## src/rtl/capture_pkg.sv

```systemverilog
// Shared definitions for the capture sequencer: state encoding and default counter width.
// Optional watchdog is enabled by defining CAPTURE_TIMEOUT_EN.
package capture_pkg;

  localparam int CNT_WIDTH_DEF = 32;
  localparam int TMO_WIDTH     = 32;

  typedef enum logic [2:0] {
    ST_IDLE     = 3'd0,
    ST_FILL     = 3'd1,
    ST_ARMED    = 3'd2,
    ST_POSTTRIG = 3'd3,
    ST_DONE     = 3'd4
  } cap_state_t;

  function automatic logic is_running(input cap_state_t s);
    return (s == ST_FILL) || (s == ST_ARMED) || (s == ST_POSTTRIG);
  endfunction

endpackage

```

## src/rtl/capture_sequencer_if.sv

```systemverilog
// Host/trigger/generator signal bundle for the capture sequencer.
// timeoutCycles/timedOut exist only when CAPTURE_TIMEOUT_EN is defined.
interface capture_sequencer_if #(
  parameter int CNT_WIDTH = capture_pkg::CNT_WIDTH_DEF
);
  logic                 start;
  logic                 abort;
  logic                 clear;
  logic                 trigger_in;
  logic                 sample_we;
  logic                 complete;
  logic [CNT_WIDTH-1:0] preTriggerSampleCountMax;
`ifdef CAPTURE_TIMEOUT_EN
  logic [capture_pkg::TMO_WIDTH-1:0] timeoutCycles;
  logic                 timedOut;
`endif
  logic                 idle;
  logic                 preTrigger;
  logic                 postTrigger;
  logic                 triggered;
  logic                 abort_out;
  logic                 captureDone;
  logic                 aborted;
  logic [2:0]           state;

  modport master (
    output start, abort, clear, trigger_in, sample_we, complete, preTriggerSampleCountMax,
`ifdef CAPTURE_TIMEOUT_EN
    output timeoutCycles,
    input  timedOut,
`endif
    input  idle, preTrigger, postTrigger, triggered, abort_out, captureDone, aborted, state
  );

  modport slave (
    input  start, abort, clear, trigger_in, sample_we, complete, preTriggerSampleCountMax,
`ifdef CAPTURE_TIMEOUT_EN
    input  timeoutCycles,
    output timedOut,
`endif
    output idle, preTrigger, postTrigger, triggered, abort_out, captureDone, aborted, state
  );

endinterface

```

## src/rtl/capture_watchdog.sv

```systemverilog
// ARMED-state watchdog: down-counter reloaded while disarmed, expires on the
// timeoutCycles-th armed cycle. Used only when CAPTURE_TIMEOUT_EN is defined.
module capture_watchdog
  import capture_pkg::*;
(
  input  logic                 clk,
  input  logic                 reset,
  input  logic                 armed,
  input  logic [TMO_WIDTH-1:0] load_value,
  output logic                 expired
);

  logic [TMO_WIDTH-1:0] cnt;

  always_ff @(posedge clk or negedge reset) begin
    if (!reset) begin
      cnt <= '0;
    end else if (!armed) begin
      cnt <= load_value;
    end else if (cnt != '0) begin
      cnt <= cnt - 1'b1;
    end
  end

  // cnt holds load_value on the first armed cycle, so reaching 1 marks cycle N
  assign expired = armed && (load_value != '0) && (cnt == {{(TMO_WIDTH-1){1'b0}}, 1'b1});

endmodule

```

## src/rtl/capture_sequencer.sv

```systemverilog
// Capture state machine driving the sample generator's mode inputs.
// Define CAPTURE_TIMEOUT_EN to add the ARMED-state watchdog (timeoutCycles/timedOut).
//
// state    | meaning
// IDLE     | waiting for host start
// FILL     | collecting pre-trigger packets until count == max
// ARMED    | waiting for trigger_in (or watchdog expiry)
// POSTTRIG | waiting for generator completion strobe
// DONE     | capture finished; held until clear or restart
module capture_sequencer
  import capture_pkg::*;
#(
  parameter int CNT_WIDTH = CNT_WIDTH_DEF
) (
  input  logic             clk,
  input  logic             reset,
  capture_sequencer_if.slave bus
);

  cap_state_t           state;
  cap_state_t           nxt;
  logic [CNT_WIDTH-1:0] fill_cnt;
  logic                 running;
  logic                 armed;
  logic                 tmo_hit;
  logic                 fire;

  assign running = is_running(state);
  assign armed   = (state == ST_ARMED);

`ifdef CAPTURE_TIMEOUT_EN
  capture_watchdog u_watchdog (
    .clk        (clk),
    .reset      (reset),
    .armed      (armed),
    .load_value (bus.timeoutCycles),
    .expired    (tmo_hit)
  );
`else
  assign tmo_hit = 1'b0;
`endif

  assign fire          = bus.trigger_in | tmo_hit;
  assign bus.triggered = armed & fire & ~bus.abort;
  assign bus.abort_out = bus.abort & running;
  assign bus.state     = state;

  // abort outranks every other event in a running state
  always_comb begin
    nxt = state;
    case (state)
      ST_IDLE:     if (bus.start) nxt = ST_FILL;
      ST_FILL: begin
        if (bus.abort)                                   nxt = ST_DONE;
        else if (fill_cnt == bus.preTriggerSampleCountMax) nxt = ST_ARMED;
      end
      ST_ARMED: begin
        if (bus.abort)  nxt = ST_DONE;
        else if (fire)  nxt = ST_POSTTRIG;
      end
      ST_POSTTRIG: begin
        if (bus.abort)         nxt = ST_DONE;
        else if (bus.complete) nxt = ST_DONE;
      end
      ST_DONE: begin
        if (bus.start)      nxt = ST_FILL;
        else if (bus.clear) nxt = ST_IDLE;
      end
      default:     nxt = ST_IDLE;
    endcase
  end

  always_ff @(posedge clk or negedge reset) begin
    if (!reset) begin
      state           <= ST_IDLE;
      fill_cnt        <= '0;
      bus.aborted     <= 1'b0;
      bus.idle        <= 1'b1;
      bus.preTrigger  <= 1'b0;
      bus.postTrigger <= 1'b0;
      bus.captureDone <= 1'b0;
`ifdef CAPTURE_TIMEOUT_EN
      bus.timedOut    <= 1'b0;
`endif
    end else begin
      state           <= nxt;
      bus.idle        <= (nxt == ST_IDLE);
      bus.preTrigger  <= (nxt == ST_FILL) || (nxt == ST_ARMED);
      bus.postTrigger <= (nxt == ST_POSTTRIG);
      bus.captureDone <= (nxt == ST_DONE);

      if (!running && nxt == ST_FILL) begin
        fill_cnt    <= '0;
        bus.aborted <= 1'b0;
`ifdef CAPTURE_TIMEOUT_EN
        bus.timedOut <= 1'b0;
`endif
      end else begin
        if (state == ST_FILL && bus.sample_we && fill_cnt != '1)
          fill_cnt <= fill_cnt + 1'b1;
        if (running && bus.abort)
          bus.aborted <= 1'b1;
`ifdef CAPTURE_TIMEOUT_EN
        // a genuine trigger on the expiry cycle is not reported as a timeout
        if (armed && tmo_hit && !bus.trigger_in && !bus.abort)
          bus.timedOut <= 1'b1;
`endif
      end
    end
  end

endmodule
```

## src/flat_wrapper.sv

```systemverilog
// flat-port wrapper written by rule: the top's interface ports become plain ports
module capture_sequencer_flat import capture_pkg::*;
#(
  parameter int CNT_WIDTH = CNT_WIDTH_DEF
)
  (clk, reset, bus_start, bus_abort, bus_clear, bus_trigger_in, bus_sample_we, bus_complete, bus_preTriggerSampleCountMax, bus_idle, bus_preTrigger, bus_postTrigger, bus_triggered, bus_abort_out, bus_captureDone, bus_aborted, bus_state);
  capture_sequencer_if #(.CNT_WIDTH(CNT_WIDTH)) bus_i ();
  input  logic clk;
  input  logic reset;
  input wire logic [$bits(bus_i.start)-1:0] bus_start;
  input wire logic [$bits(bus_i.abort)-1:0] bus_abort;
  input wire logic [$bits(bus_i.clear)-1:0] bus_clear;
  input wire logic [$bits(bus_i.trigger_in)-1:0] bus_trigger_in;
  input wire logic [$bits(bus_i.sample_we)-1:0] bus_sample_we;
  input wire logic [$bits(bus_i.complete)-1:0] bus_complete;
  input wire logic [$bits(bus_i.preTriggerSampleCountMax)-1:0] bus_preTriggerSampleCountMax;
  output wire logic [$bits(bus_i.idle)-1:0] bus_idle;
  output wire logic [$bits(bus_i.preTrigger)-1:0] bus_preTrigger;
  output wire logic [$bits(bus_i.postTrigger)-1:0] bus_postTrigger;
  output wire logic [$bits(bus_i.triggered)-1:0] bus_triggered;
  output wire logic [$bits(bus_i.abort_out)-1:0] bus_abort_out;
  output wire logic [$bits(bus_i.captureDone)-1:0] bus_captureDone;
  output wire logic [$bits(bus_i.aborted)-1:0] bus_aborted;
  output wire logic [$bits(bus_i.state)-1:0] bus_state;
  assign bus_i.start = bus_start;
  assign bus_i.abort = bus_abort;
  assign bus_i.clear = bus_clear;
  assign bus_i.trigger_in = bus_trigger_in;
  assign bus_i.sample_we = bus_sample_we;
  assign bus_i.complete = bus_complete;
  assign bus_i.preTriggerSampleCountMax = bus_preTriggerSampleCountMax;
  assign bus_idle = bus_i.idle;
  assign bus_preTrigger = bus_i.preTrigger;
  assign bus_postTrigger = bus_i.postTrigger;
  assign bus_triggered = bus_i.triggered;
  assign bus_abort_out = bus_i.abort_out;
  assign bus_captureDone = bus_i.captureDone;
  assign bus_aborted = bus_i.aborted;
  assign bus_state = bus_i.state;
  capture_sequencer #(.CNT_WIDTH(CNT_WIDTH)) u_core (.clk(clk), .reset(reset), .bus(bus_i));
endmodule
```

## config.mk

```make
export PLATFORM = sky130hd
export DESIGN_NAME = capture_sequencer_flat
export DESIGN_NICKNAME = d
export VERILOG_FILES = /design/src/rtl/capture_pkg.sv /design/src/rtl/capture_sequencer_if.sv /design/src/rtl/capture_watchdog.sv /design/src/rtl/capture_sequencer.sv /design/src/flat_wrapper.sv
export SDC_FILE = /design/constraint.sdc
export NUM_CORES = 1
export LEC_CHECK = 0
export CORE_AREA = 2 2 75 77
export DETAILED_ROUTE_END_ITERATION = 16
export DIE_AREA = 0 0 77 79
export GPL_TIMING_DRIVEN = 1
export PLACE_DENSITY = 0.79
export SLEW_MARGIN = 20
export SYNTH_ARGS = -nofsm -noshare
export SYNTH_HDL_FRONTEND = slang
export SYNTH_SLANG_ARGS = --single-unit
```

## constraint.sdc

```tcl
create_clock -name clk -period 2.73 [get_ports clk]
set_input_delay 0.4095 -clock clk [delete_from_list [all_inputs] [get_ports clk]]
set_output_delay 0.4095 -clock clk [all_outputs]
set_load 0.03 [all_outputs]
```

=== Yosys cells after proc, flatten, opt, wreduce, memory -nomap -nowiden ===
Index checks and enable logic that the tools add are counted.

* Bits in registers: 40
* Input port bits: 40
* Output and inout bits: 10
* Logic and storage cells: 48

* Add/subtract/negate cells: 1
* Equality and inequality tests: 10
* Muxes and demuxes: 14
* Bitwise logic cells: 4
* Reduce and logical (&&, ||, !) cells: 12

{| class="wikitable"
|+ Operators by type and width
! cell !! count
|-
| two-way mux 32 bit || 2
|-
| adder 32 x 1 -> 32 bit, second input constant || 1
|-
| == test 32 bit || 1
|-
| inequality test 32 bit, second input constant || 1
|-
| two-way mux 3 bit || 9
|-
| case mux 3 bit (5 select lines) || 1
|-
| == test 3 x 2 -> 1 bit, second input constant || 4
|-
| == test 3 x 1 -> 1 bit, second input constant || 2
|-
| == test 3 bit, second input constant || 2
|-
| logical NOT 3 bit || 2
|-
| logical AND 1 bit || 4
|-
| nonzero test 2 bit || 2
|-
| AND 1 bit || 3
|-
| logical OR 1 bit || 3
|-
| two-way mux 1 bit || 2
|-
| logical NOT 1 bit || 1
|-
| NOT 1 bit || 1
|}

=== Longest topological paths before layout ===
* Depth after elaboration: 7
* Depth in mapped cells: 9
* Depth with buffers taken out: 5

=== Worst setup path after synthesis ===
Ideal clock, no wire load.

* Path kind: flip-flop to flip-flop
* Start: register u_core.state[1], in the netlist u_core.bus.state[1]
* End: register u_core.fill_cnt[19]
* Setup time: 0.078 ns
* Arrival time: 2.116 ns
* Data required time: 2.652 ns
* Slack: 0.536 ns
* Cell stages (with the launch flop): 8
* Path buffers: 3
* Clock period less this slack: 2.194 ns
* Cells stage by stage: dfrtp_1 buf_6 nand4bb_1 buf_2 or3_4 buf_6 or4_1 a21oi_1

* Word-level cells in the longest chain between the ends: 6
* Elaborated cells on any way between the ends: 24
* Those cells by class: eq/ne: 5; mux: 11; reduce/logical: 8

{| class="wikitable"
|+ RTL lines
! element !! line !! text
|-
| start, declared || capture_sequencer.sv:20 || <nowiki>cap_state_t state;</nowiki>
|-
| start signal, assigned || capture_sequencer.sv:86 || <nowiki>state <= nxt;</nowiki>
|-
| two-way mux 3 bit (tied with other cells) || capture_sequencer.sv:67 || <nowiki>else if (bus.clear) nxt = ST_IDLE;</nowiki>
|-
| two-way mux 3 bit (tied with other cells) || capture_sequencer.sv:66 || <nowiki>if (bus.start) nxt = ST_FILL;</nowiki>
|-
| case mux 3 bit (5 select lines) or logical OR 1 bit (tied branches) || capture_sequencer.sv:51, capture_pkg.sv:17 ||
|-
| == test 3 x 1 -> 1 bit or logical NOT 1 bit (tied branches) || capture_sequencer.sv:92 || <nowiki>if (!running && nxt == ST_FILL) begin</nowiki>
|-
| logical AND 1 bit || capture_sequencer.sv:92 ||
|-
| two-way mux 32 bit or nonzero test 2 bit (tied branches) || - ||
|-
| end signal, assigned || capture_sequencer.sv:100 || <nowiki>fill_cnt <= fill_cnt + 1'b1;</nowiki>
|-
| end, declared || capture_sequencer.sv:22 || <nowiki>logic [CNT_WIDTH-1:0] fill_cnt;</nowiki>
|}

Parallel ways exist; a longest one is shown, timed or not.
A chain may end at the register's enable or synchronous reset.

=== Worst setup path in the final report ===
* Start: input bus_abort
* End: output bus_triggered

* Word-level cells in the longest chain between the ends: 2

{| class="wikitable"
|+ RTL lines
! element !! line !! text
|-
| start, declared || flat_wrapper.sv:11 || <nowiki>input wire logic [$bits(bus_i.abort)-1:0] bus_abort;</nowiki>
|-
| NOT 1 bit || capture_sequencer.sv:44 || <nowiki>assign bus.triggered = armed & fire & ~bus.abort;</nowiki>
|-
| AND 1 bit || capture_sequencer.sv:44 ||
|-
| end, declared || flat_wrapper.sv:20 || <nowiki>output wire logic [$bits(bus_i.triggered)-1:0] bus_triggered;</nowiki>
|}

No other way between the ends.

==> flow_metrics.env <==
export IMPL_fin_nets=381
export IMPL_drt_wirelength_per_cell_um=17.0
export IMPL_worst_skew_pair_late_latency_ns=0.30
export IMPL_critPathArrivalTime_ns=2.16
export IMPL_total_die_area_um2=6080
export IMPL_gr_max_usage_layer="met2"
export IMPL_placeableCoreArea_um2=5340
export IMPL_synthToLayoutAreaGrowth_pct=23.4
export IMPL_ys_seq_elements=40
export IMPL_slew_headroom_pct=38.5
export IMPL_finalSetupViolCount=0
export IMPL_gp_routability_congestion=0.867
export IMPL_drc=0
export IMPL_ys_seq_area_share_pct=37.2
export IMPL_synth_mux_area_fraction_pct=2.28
export IMPL_grt_util_all_layers_pct=24.6
export IMPL_die_height_um=79
export IMPL_totalWireLength_um=7030
export IMPL_cpMaxStageDelayCell="sky130_fd_sc_hd__clkdlybuf4s50_1"
export IMPL_horiz_die_dim_um=77
export IMPL_vias_in_the_first_global_route=2503
export IMPL_nFillCells=484
export IMPL_cts_made_buffers=5
export IMPL_ctsLongestPathBuffers=2
export IMPL_cts_tree="yes"
export IMPL_post_cts_setup_buffer_count=0
export IMPL_post_synth_inst_count=296
export IMPL_synth_simple_gate_area_share_pct=30.0
export IMPL_holdWs_ns=0.243
export IMPL_grt_antenna_before_repair=0
export IMPL_final_util_pct=62.3
export IMPL_post_synth_xor_area_fraction_pct=10.7
export IMPL_standard_cell_area_after_detailed_placement_um2=3200
export IMPL_drv_slew=0
export IMPL_holdBufCountCts=0
export IMPL_clockRootBuffer="sky130_fd_sc_hd__clkbuf_8"
export IMPL_cp_slowest_stage_delay_ns=0.70
export IMPL_synth_top_family_by_area="simple AND/OR/NAND/NOR gates"
export IMPL_worstPathRequired_ns=2.32
export IMPL_grt_pass1_wl_um=11800
export IMPL_dr_first_iter_drc_count=229
export IMPL_postRouteAntennaNets=0
export IMPL_grtUsageMet3_pct=5.00
export IMPL_most_common_cell_type_on_the_critical_path="sky130_fd_sc_hd__clkdlybuf4s50_1"
export IMPL_number_of_warnings_issued_by_yosys=0
export IMPL_status="finished clean"
export IMPL_setup_worst_path_end_class="primary output"
export IMPL_critPathMaxFanout=5
export IMPL_synth_compound_area_share_pct=14.5
export IMPL_syn_area_per_cell_um2=9.10
export IMPL_p_leak_nw=1.31
export IMPL_drt_first_pass_iters=4
export IMPL_place_detailed_hpwl_um=5210
export IMPL_max_vdd_ir_drop_v=0.000354
export IMPL_fin_crit_ns=2.57
export IMPL_clkTransAtPathRegs_ns=0.08
export IMPL_grt_start_max_net_pins=41
export IMPL_hold_viol=0
export IMPL_worst_slew_pin_transition_ns=0.922
export IMPL_clock_tree_htree_level_count=2
export IMPL_power_density_nw_per_um2=510
export IMPL_grt_ovfl_total=0
export IMPL_via_count=2516
export IMPL_timing_final_crit_share_pct=94.1
export IMPL_setup_slack_ns=0.161
export IMPL_cp_cell_sequence="clkdlybuf4s50_1 -> nor2_1 -> nand2_1 -> nor3_1 -> clkdlybuf4s50_1"
export IMPL_timing_worst_setup_path_type="in -> out"
export IMPL_grt_setup_unrepaired="no"
export IMPL_synth_adder_area_share_pct=0.465
export IMPL_mappedNetlistArea_um2=2690
export IMPL_dp_slack_ns=0.181
export IMPL_final_setup_skew_ns=0.00856
export IMPL_max_cap_viol_count=0
export IMPL_synth_fp_nets=337
export IMPL_floorplan_io_pins=50
export IMPL_final_design_area_no_fill_um2=3320
export IMPL_grt_met2_usage_pct=42.4
export IMPL_drt_vias_per_instance=6.09
export IMPL_netlist_cell_type_count=52
export IMPL_io_buffer_count=49
export IMPL_num_antenna_cells=0
export IMPL_worst_setup_path_start_kind="primary input"
export IMPL_row_count=27
export IMPL_met1_usage_grt_pct=31.5
export IMPL_worst_hold_path_type="in -> async"
export IMPL_effective_utilization_at_floorplan_pct=50.4
export IMPL_maxClockFrequency_mhz=389
export IMPL_final_setup_tns_ns=0
export IMPL_clock_net_sink_count=40
export IMPL_postCtsResizedCells=0
export IMPL_drive_above_1_share_pct=8.50
[cell families after synthesis]
kind of cell | after synthesis
adders and majority gates | 1
and+or+nand+nor | 131
xor gates and xnor gates | 33
buffers and inverters | 21
DFF | 40
muxes | 6
AOI/OAI and AO/OA | 64
[path summary, 6_finish.rpt]
check	startpoint	endpoint	slack, ns	cells after the start
max	bus_abort	bus_triggered	0.16	5
min	reset	u_core.fill_cnt[3]	0.24	1
max reg2reg	u_core.fill_cnt[8]	u_core.fill_cnt[3]	0.49	6
min reg2reg	u_core.bus.aborted	u_core.bus.aborted	0.51	2
max in group asynchronous	reset	u_core.fill_cnt[30]	1.91	1
min in group clk	u_core.bus.aborted	u_core.bus.aborted	0.51	2
[where the power goes]
group / internal [W] / total [W] / switching, W
Clock: 0.000323 / 0.000543 / 0.000221
Sequential: 0.000646 / 0.000708 / 0.0000613
Combinational: 0.000199 / 0.000442 / 0.000244
[registers in the layout, summed over array words and instances, names as in the netlist]
name	count
u_core.bus.idle	1
u_core.fill_cnt	32
u_core.bus.preTrigger	1
u_core.bus.aborted	1
u_core.bus.state	3
u_core.bus.captureDone	1
u_core.bus.postTrigger	1
[critical path: cells and delay by family]
kind	cells	cell delay (ns)
buf+inv	2	1.19
simple gates	3	0.57
[placed cells by master, fill, tap and decap left out, types with 4 or more instances in the layout]
master                            synthesis  layout
sky130_fd_sc_hd__nand3_1                 12      12
sky130_fd_sc_hd__dfrtp_1                 39      39
sky130_fd_sc_hd__nand4_1                 15      15
sky130_fd_sc_hd__o21ai_0                 13      13
sky130_fd_sc_hd__nor4_1                  10      10
sky130_fd_sc_hd__o31ai_1                 10      10
sky130_fd_sc_hd__and2_1                   6       6
sky130_fd_sc_hd__a21oi_1                 23      23
sky130_fd_sc_hd__clkbuf_8                 0       7
sky130_fd_sc_hd__nor2_1                  13      13
sky130_fd_sc_hd__nand2_1                 25      25
sky130_fd_sc_hd__or3_1                   13      13
sky130_fd_sc_hd__buf_4                    0       7
sky130_fd_sc_hd__o211ai_1                 4       4
sky130_fd_sc_hd__mux2i_1                  5       5
sky130_fd_sc_hd__clkdlybuf4s50_1          0      48
sky130_fd_sc_hd__or4_1                    9       9
sky130_fd_sc_hd__xor2_1                  32      32
[metrics by stage]
stage	power (W)	cells
final	0.00169	413
after global routing	0.00177	413
after floorplan	0.000952	296
after CTS	0.00170	413
after global placement	0.00115	405
after detailed placement	0.00116	405
[routing by layer]
layer | vias to the layer above | share of wire, %
li1 | 1203 | -
met4 | 0 | 1.5
met5 | - | 0
met3 | 12 | 5.0
met1 | 1229 | 43
met2 | 72 | 51
[cell usage after synthesis, drive strengths merged]
cell type  number  area share, %
inv             2           0.28
and3b           1           0.33
o31ai          10            2.8
nor3            3           0.56
buf            11            3.5
nor4b           2           0.65
nand4b          1           0.33
a21oi          23            4.3
dfstp           1           0.98
mux2i           5            1.9
nor2           13            1.8
nand2b          3           0.70
a32o            1           0.37
o21bai          1           0.28
xor2           32             10
xnor2           1           0.33
or4            10            2.9
a221oi          1           0.33
and3            2           0.46
or3            14            3.4
clkbuf          8            1.1
and2            6            1.4
a311oi          1           0.33
ha              1           0.46
nand3b          1           0.28
and4            5            1.8
dfrtp          39             36
o21ai          17            3.3
nor3b           1           0.28
nor4           14            4.8
nand4          15            3.5
o211ai          4            1.1
nand3          12            2.2
nand2          25            3.5
nand4bb         1           0.42
a31oi           3           0.70
o32ai           1           0.33
a31o            2           0.65
nor4bb          1           0.37
mux2            1           0.42
or2             1           0.23
[cell type report]
class                           instances  area, µm²  area share (%)
Multi-Input combinational cell        235       1560            46.9
Inverter                                2       7.51           0.226
Clock buffer                            7       96.3            2.90
Clock inverter                          1       30.0           0.904
Tap cell                               72       90.1            2.71
Sequential cell                        40       1000            30.2
Timing Repair Buffer                   56        538            16.2
(Power assumes the default switching activity.)
